--- src/rtl/riscoffee_mem_pkg.sv ---
// Shared types for the RAM arbiter: access sizes, response owner and response tag.
// No logic, so no latency.
// No backpressure; these are type definitions only.
package riscoffee_mem_pkg;

  // MA_SIZE encodings; 2'd3 is illegal and reported as a misaligned access
  localparam logic [1:0] SZ_BYTE = 2'd0;
  localparam logic [1:0] SZ_HALF = 2'd1;
  localparam logic [1:0] SZ_WORD = 2'd2;

  // Which requester the response in flight belongs to
  typedef enum logic [1:0] {
    OWN_NONE = 2'd0,
    OWN_IF   = 2'd1,
    OWN_MA   = 2'd2
  } owner_e;

  // Everything the response path needs, captured on the grant cycle
  typedef struct packed {
    owner_e     owner;
    logic [1:0] size;
    logic       is_unsigned;
    logic [1:0] offset;
    logic       err;
    logic       is_store;
  } rsp_tag_t;

  localparam rsp_tag_t TAG_NONE = '{OWN_NONE, 2'd0, 1'b0, 2'd0, 1'b0, 1'b0};

  // Half needs addr[0]=0, word needs addr[1:0]=0, size 3 is never legal
  function automatic logic is_misaligned(input logic [1:0] size, input logic [1:0] offset);
    case (size)
      SZ_BYTE: is_misaligned = 1'b0;
      SZ_HALF: is_misaligned = offset[0];
      SZ_WORD: is_misaligned = (offset != 2'd0);
      default: is_misaligned = 1'b1;
    endcase
  endfunction

endpackage

--- src/rtl/riscoffee_mem_lane.sv ---
// Byte-lane steering for MA: store enables/data replication, load extraction/extension, misalignment.
// Purely combinational, zero latency.
// No backpressure; outputs follow inputs in the same cycle.
module riscoffee_mem_lane (
  input  logic [1:0]  st_size,
  input  logic [1:0]  st_offset,
  input  logic [31:0] st_wdata,
  output logic        st_misaligned,
  output logic [3:0]  st_be,
  output logic [31:0] st_data,
  input  logic [1:0]  ld_size,
  input  logic        ld_unsigned,
  input  logic [1:0]  ld_offset,
  input  logic [31:0] ld_raw,
  output logic [31:0] ld_data
);
  import riscoffee_mem_pkg::*;

  logic [31:0] ld_shifted;

  assign st_misaligned = is_misaligned(st_size, st_offset);

  // Store side: byte enables by size/offset, data replicated so every lane carries it
  always_comb begin
    st_be   = 4'b0000;
    st_data = st_wdata;
    case (st_size)
      SZ_BYTE: begin
        st_be   = 4'b0001 << st_offset;
        st_data = {4{st_wdata[7:0]}};
      end
      SZ_HALF: begin
        st_be   = 4'b0011 << st_offset;
        st_data = {2{st_wdata[15:0]}};
      end
      SZ_WORD: st_be = 4'b1111;
      default: st_be = 4'b0000;
    endcase
  end

  // Load side: move the addressed lane to bit 0, then sign- or zero-extend
  always_comb begin
    ld_shifted = ld_raw >> {ld_offset, 3'b000};
    ld_data    = ld_raw;
    case (ld_size)
      SZ_BYTE: ld_data = ld_unsigned ? {24'b0, ld_shifted[7:0]}
                                     : {{24{ld_shifted[7]}}, ld_shifted[7:0]};
      SZ_HALF: ld_data = ld_unsigned ? {16'b0, ld_shifted[15:0]}
                                     : {{16{ld_shifted[15]}}, ld_shifted[15:0]};
      default: ld_data = ld_raw;
    endcase
  end

endmodule

--- src/rtl/riscoffee_mem_arbiter.sv ---
// Arbitrates IF and MA onto the single-port RAM and routes read data back to the owner.
// Grant and RAM request are combinational; every response appears exactly 1 cycle after its grant.
// One grant per cycle, MA wins ties; RISCOFFEE_ARB_STARVE_GUARD_EN forces IF through after MAX_DATA_RUN contested MA wins.
module riscoffee_mem_arbiter #(
  parameter int ADDR_W       = 14,
  parameter int MAX_DATA_RUN = 4
) (
  input  logic              CLK,
  input  logic              RST_N,
  input  logic              IF_VALID,
  output logic              IF_READY,
  input  logic [31:0]       IF_ADDR,
  output logic              IF_RVALID,
  output logic [31:0]       IF_RDATA,
  input  logic              MA_VALID,
  output logic              MA_READY,
  input  logic              MA_WE,
  input  logic [1:0]        MA_SIZE,
  input  logic              MA_UNSIGNED,
  input  logic [31:0]       MA_ADDR,
  input  logic [31:0]       MA_WDATA,
  output logic              MA_RVALID,
  output logic [31:0]       MA_RDATA,
  output logic              MA_ERR,
  output logic              RAM_EN,
  output logic [3:0]        RAM_WE,
  output logic [ADDR_W-1:0] RAM_ADDR,
  output logic [31:0]       RAM_DIN,
  input  logic [31:0]       RAM_DOUT
);
  import riscoffee_mem_pkg::*;

  logic        contested;
  logic        force_if;
  logic        grant_if;
  logic        grant_ma;
  logic        ma_mis;
  logic [3:0]  st_be;
  logic [31:0] st_data;
  logic [31:0] ld_data;
  rsp_tag_t    tag_d;
  rsp_tag_t    tag_q;

  // Byte-offset bits and the address bits above the RAM are intentionally dropped
  logic unused_addr_bits;
  assign unused_addr_bits = ^{IF_ADDR[31:ADDR_W+2], IF_ADDR[1:0], MA_ADDR[31:ADDR_W+2]};

  assign contested = IF_VALID && MA_VALID;

`ifdef RISCOFFEE_ARB_STARVE_GUARD_EN
  localparam logic [3:0] RUN_LIMIT = 4'(MAX_DATA_RUN);
  logic [3:0] run_cnt;

  // Count contested MA wins; any IF grant restarts the run
  always_ff @(posedge CLK) begin
    if (!RST_N)
      run_cnt <= 4'd0;
    else if (grant_if)
      run_cnt <= 4'd0;
    else if (grant_ma && contested)
      run_cnt <= run_cnt + 4'd1;
  end

  assign force_if = contested && (run_cnt == RUN_LIMIT);
`else
  localparam int unused_max_run = MAX_DATA_RUN;
  assign force_if = 1'b0;
`endif

  // Nothing is granted while reset is held, so RAM_EN and READY stay low then
  assign grant_if = RST_N && IF_VALID && (!MA_VALID || force_if);
  assign grant_ma = RST_N && MA_VALID && !grant_if;
  assign IF_READY = grant_if;
  assign MA_READY = grant_ma;

  riscoffee_mem_lane u_lane (
    .st_size       (MA_SIZE),
    .st_offset     (MA_ADDR[1:0]),
    .st_wdata      (MA_WDATA),
    .st_misaligned (ma_mis),
    .st_be         (st_be),
    .st_data       (st_data),
    .ld_size       (tag_q.size),
    .ld_unsigned   (tag_q.is_unsigned),
    .ld_offset     (tag_q.offset),
    .ld_raw        (RAM_DOUT),
    .ld_data       (ld_data)
  );

  // RAM request for the granted side; misaligned MA is granted but never touches the RAM
  always_comb begin
    RAM_EN   = 1'b0;
    RAM_WE   = 4'b0000;
    RAM_ADDR = '0;
    RAM_DIN  = 32'h0;
    if (grant_ma && !ma_mis) begin
      RAM_EN   = 1'b1;
      RAM_ADDR = MA_ADDR[ADDR_W+1:2];
      if (MA_WE) begin
        RAM_WE  = st_be;
        RAM_DIN = st_data;
      end
    end else if (grant_if) begin
      RAM_EN   = 1'b1;
      RAM_ADDR = IF_ADDR[ADDR_W+1:2];
    end
  end

  // Describe this cycle's grant so next cycle's response can be decoded
  always_comb begin
    tag_d = TAG_NONE;
    if (grant_if) begin
      tag_d.owner = OWN_IF;
    end else if (grant_ma) begin
      tag_d.owner       = OWN_MA;
      tag_d.size        = MA_SIZE;
      tag_d.is_unsigned = MA_UNSIGNED;
      tag_d.offset      = MA_ADDR[1:0];
      tag_d.err         = ma_mis;
      tag_d.is_store    = MA_WE;
    end
  end

  // Response tag register; reset drops whatever was in flight
  always_ff @(posedge CLK) begin
    if (!RST_N)
      tag_q <= TAG_NONE;
    else
      tag_q <= tag_d;
  end

  // Responses are also masked by RST_N so a reset asserted mid-access shows nothing
  assign IF_RVALID = RST_N && (tag_q.owner == OWN_IF);
  assign IF_RDATA  = IF_RVALID ? RAM_DOUT : 32'h0;
  assign MA_RVALID = RST_N && (tag_q.owner == OWN_MA);
  assign MA_ERR    = MA_RVALID && tag_q.err;
  assign MA_RDATA  = (MA_RVALID && !tag_q.err && !tag_q.is_store) ? ld_data : 32'h0;

endmodule

--- config.mk ---
export PLATFORM = sky130hd
export DESIGN_NAME = riscoffee_mem_arbiter
export DESIGN_NICKNAME = d
export VERILOG_FILES = /design/src/rtl/riscoffee_mem_pkg.sv /design/src/rtl/riscoffee_mem_lane.sv /design/src/rtl/riscoffee_mem_arbiter.sv
export SDC_FILE = /design/constraint.sdc
export NUM_CORES = 1
export LEC_CHECK = 0
export CAP_MARGIN = 20
export CORE_AREA = 2 2 100 102
export DETAILED_ROUTE_END_ITERATION = 12
export DIE_AREA = 0 0 102 104
export GPL_TIMING_DRIVEN = 0
export PLACE_DENSITY = 0.74
export SETUP_SLACK_MARGIN = 0.02
export SYNTH_ARGS = -nofsm -noshare
export SYNTH_HDL_FRONTEND = slang
export SYNTH_SLANG_ARGS = --single-unit
--- constraint.sdc ---
create_clock -name CLK -period 1.6 [get_ports CLK]
set_input_delay 0.16 -clock CLK [delete_from_list [all_inputs] [get_ports CLK]]
set_output_delay 0.16 -clock CLK [all_outputs]
set_load 0.02 [all_outputs]
==> impl_metrics.json <==
{
  "status": "finished with violations",
  "violations": "negative setup slack",
  "yosys-top-cells-area": "and2_1, dfxtp_1, mux2i_1, nor2_1, a21o_1",
  "fillers": 937,
  "async_flop_share_pct": 0,
  "yosysMostFrequentCell": "nor2_1",
  "synth_area_sq_um": 1970,
  "place_area_sq_um": 4550,
  "dieArea_sq_um": 10600,
  "p_leak_uw": 0.00251,
  "critPathLaunch": "tag_q[3]",
  "placeableCoreArea_sq_um": 9550,
  "hold_buffers": 0,
  "path_class": "reg -> out",
  "critPathLaunchType": "flop",
  "hold_class": "in -> reg",
  "crit_path_top_delay_cell": "mux4_2",
  "rsz0062_at_grt": "yes",
  "top_register": "tag_q",
  "cp_cell_sequence": "mux4_2 > nand2b_4 > a2111oi_4 > buf_6 > clkbuf_16 > a21o_4 > buf_6",
  "synth_seq_area_share_pct": 9.14,
  "largest_reg_flops": 9,
  "ys_types": 38,
  "synth_nets": 429,
  "cp_max_fo": 5,
  "synth_edf_count": 0,
  "period_share_pct": 133,
  "die_w_um": 102,
  "synth.avg_cell_area_sq_um": 6.73,
  "power_uw": 1520,
  "htreeDepth": 1,
  "dp_slack_ns": -1.63,
  "ant_nets": 0,
  "drive_gt1_share_pct": 45.2,
  "place.gp.congestion": 0.836,
  "worstHoldEndpoint": "tag_q[7]",
  "grt_max_degree": 12,
  "multi_input_area_sq_um": 2050,
  "hold_violations": 0,
  "synth-seq-cells": 9,
  "crit_path_max_incr_delay_ns": 0.57,
  "area_growth_pct": 149,
  "synth-xor-area-share_pct": 0,
  "vias": 3339,
  "arrival_ns": 1.97,
  "layout_min_cycle_time_ns": 2.13,
  "yosysTopAreaCellShare_pct": 11.1,
  "cp-end-kind": "output port",
  "path_clk_slew_ns": 0.04,
  "clock-root-buffer": "clkbuf_8",
  "cts_tree": "built",
  "clk_path_buf_depth": 2,
  "cap_viol_max_count": 0,
  "synthSimpleGateAreaFrac_pct": 34.6,
  "yosys_warnings": 0,
  "setup_viol": 32,
  "grt-ovfl-total": 0,
  "nets": 681,
  "crit_required_ns": 1.44,
  "numPortBuffers": 220,
  "viasPerCell": 4.92,
  "grt_pass1_vias": 3282,
  "initial_core_util_pct": 20.6,
  "final-seq-area_sq_um": 185,
  "worst_pin_slew_ns": 0.519,
  "grt_pass1_wl_mm": 17.1,
  "antenna_found_initial": 1,
  "drt_iter0_drc": 62,
  "drv_slew": 0,
  "top_regs": "tag_q (9)",
  "max_freq_ghz": 0.469,
  "synth_top_family_by_area": "compound AO/OA/AOI/OAI gates",
  "cpMostUsedCell": "buf_6",
  "synth_cells": 293,
  "synth_compound_gate_area_share_pct": 37.7,
  "routed_wl_mm": 11.8,
  "num_io_pins": 256,
  "die_y_um": 104,
  "hpwl_mm": 8.89,
  "fin_area_sq_um": 4920,
  "synth_fa_ha_area_share_pct": 0,
  "yosysTopAreaCell": "and2_1",
  "worstHoldPathCells": 2,
  "ir_drop_mv": 0.213,
  "core.rowCount": 36,
  "remaining_drc_errors": 0,
  "slew_headroom_pct": 65.4,
  "crit_family": "multiplexers",
  "dr.pass1.iters": 6,
  "synth_commonest_cells": "nor2_1, and2_1, a21oi_1",
  "grt_usage_pct": 20.4,
  "yosys-mux-area-fraction_pct": 10.9,
  "fin_ws_ns": -0.533,
  "wl_per_cell_um": 17.4,
  "cp_num_buf_inv": 3,
  "power_density_nw_per_um2": 309,
  "final_util_pct": 51.5,
  "ys.flop_type": "dfxtp_1",
  "tns_ns": -14.03,
  "hp-start": "MA_VALID",
  "cts.sinks": 9,
  "numCtsBuffers": 3
}
## final cells by class
cell class | instances | area share, %
multi-input cells | 252 | 41.7
well taps | 133 | 3.39
diodes | 1 | 0.0509
clock buffers | 4 | 0.916
flip-flops and latches | 9 | 3.77
repair buffers | 251 | 44.6
plain buffers | 23 | 5.19
inverters | 5 | 0.382
## layout by cell type, fill, tap and decap left out, types with 3 or more instances in the layout
cell type        Yosys  layout
a21o_1              17      15
a21oi_1             22      19
a21oi_2              0       3
a22o_1              14      14
a2bb2oi_1           13       9
a2bb2oi_2            0       4
a31oi_1              6       4
and2_1              35      32
and3_1               8       8
and3_2               5       4
buf_12               0       3
buf_2                2      59
buf_4                1      40
buf_6                3      28
clkbuf_1            18       3
clkbuf_16            0       4
clkbuf_2             0       8
clkbuf_4             0       4
clkbuf_8             0      10
clkdlybuf4s50_1      0      92
dfxtp_1              9       5
dfxtp_2              0       4
dlygate4sd2_1        0      20
dlymetal6s2s_1       0       3
inv_1                5       5
mux2i_1             18      18
nand2_1             18      11
nand2_2              0       5
nand2b_1             7       3
nand2b_4             0       5
nor2_1              45      21
nor2_2               0      12
nor2_4               0      12
o21ai_0              9       9
o21ai_2              0       3
o21ai_4              0       5
o221a_2              7       7
## logic make-up (layout without fill, tap and decap cells)
family | after synthesis | in the layout
AND/OR/NAND/NOR | 129 | 130
AO/OA/AOI/OAI | 102 | 102
buffers and inverters | 33 | 283
multiplexers | 20 | 20
flip-flops | 9 | 9
other | 0 | 1
## layer usage
metal  vias to the layer above  share of wire [%]  GRT usage, %
li1                       1569                  -             -
met1                      1555                 35          20.3
met2                       201                 52          40.0
met3                        14                 10          5.24
met4                         0                2.0          6.00
met5                         -                  0             0
## repair_timing
action / in CTS / in global routing
pin swaps: 13 / 8
setup endpoints to repair: 120 / 82
endpoints found under the hold margin: 0 / 0
cloned: 6 / 2
setup buffers: 18 / 5
resized for setup: 524 / 70
## through the flow
step,hold slack (ns),instances
after floorplan,0.232,293
after global placement,0.738,646
final,0.261,678
after detailed placement,0.736,647
after CTS,0.251,672
after global routing,0.264,678
## where the power goes
part	switching [uW]	internal, uW
registers	12.8	236
clock network	84.6	173
logic	482	532
total	579	941
## how the worst max path moves through the flow
| stage | depth (start not counted) | slack (ns) | to |
|---|---|---|---|
| after floorplan | 4 | -0.21 | MA_RDATA[15] |
| after global placement | 8 | -1.59 | MA_RDATA[29] |
| after detailed placement | 8 | -1.63 | MA_RDATA[24] |
| after CTS | 8 | -0.56 | MA_RDATA[31] |
| after global routing | 7 | -0.61 | MA_RDATA[25] |
| final | 7 | -0.53 | MA_RDATA[21] |
Power figures use the tool's default switching activity.
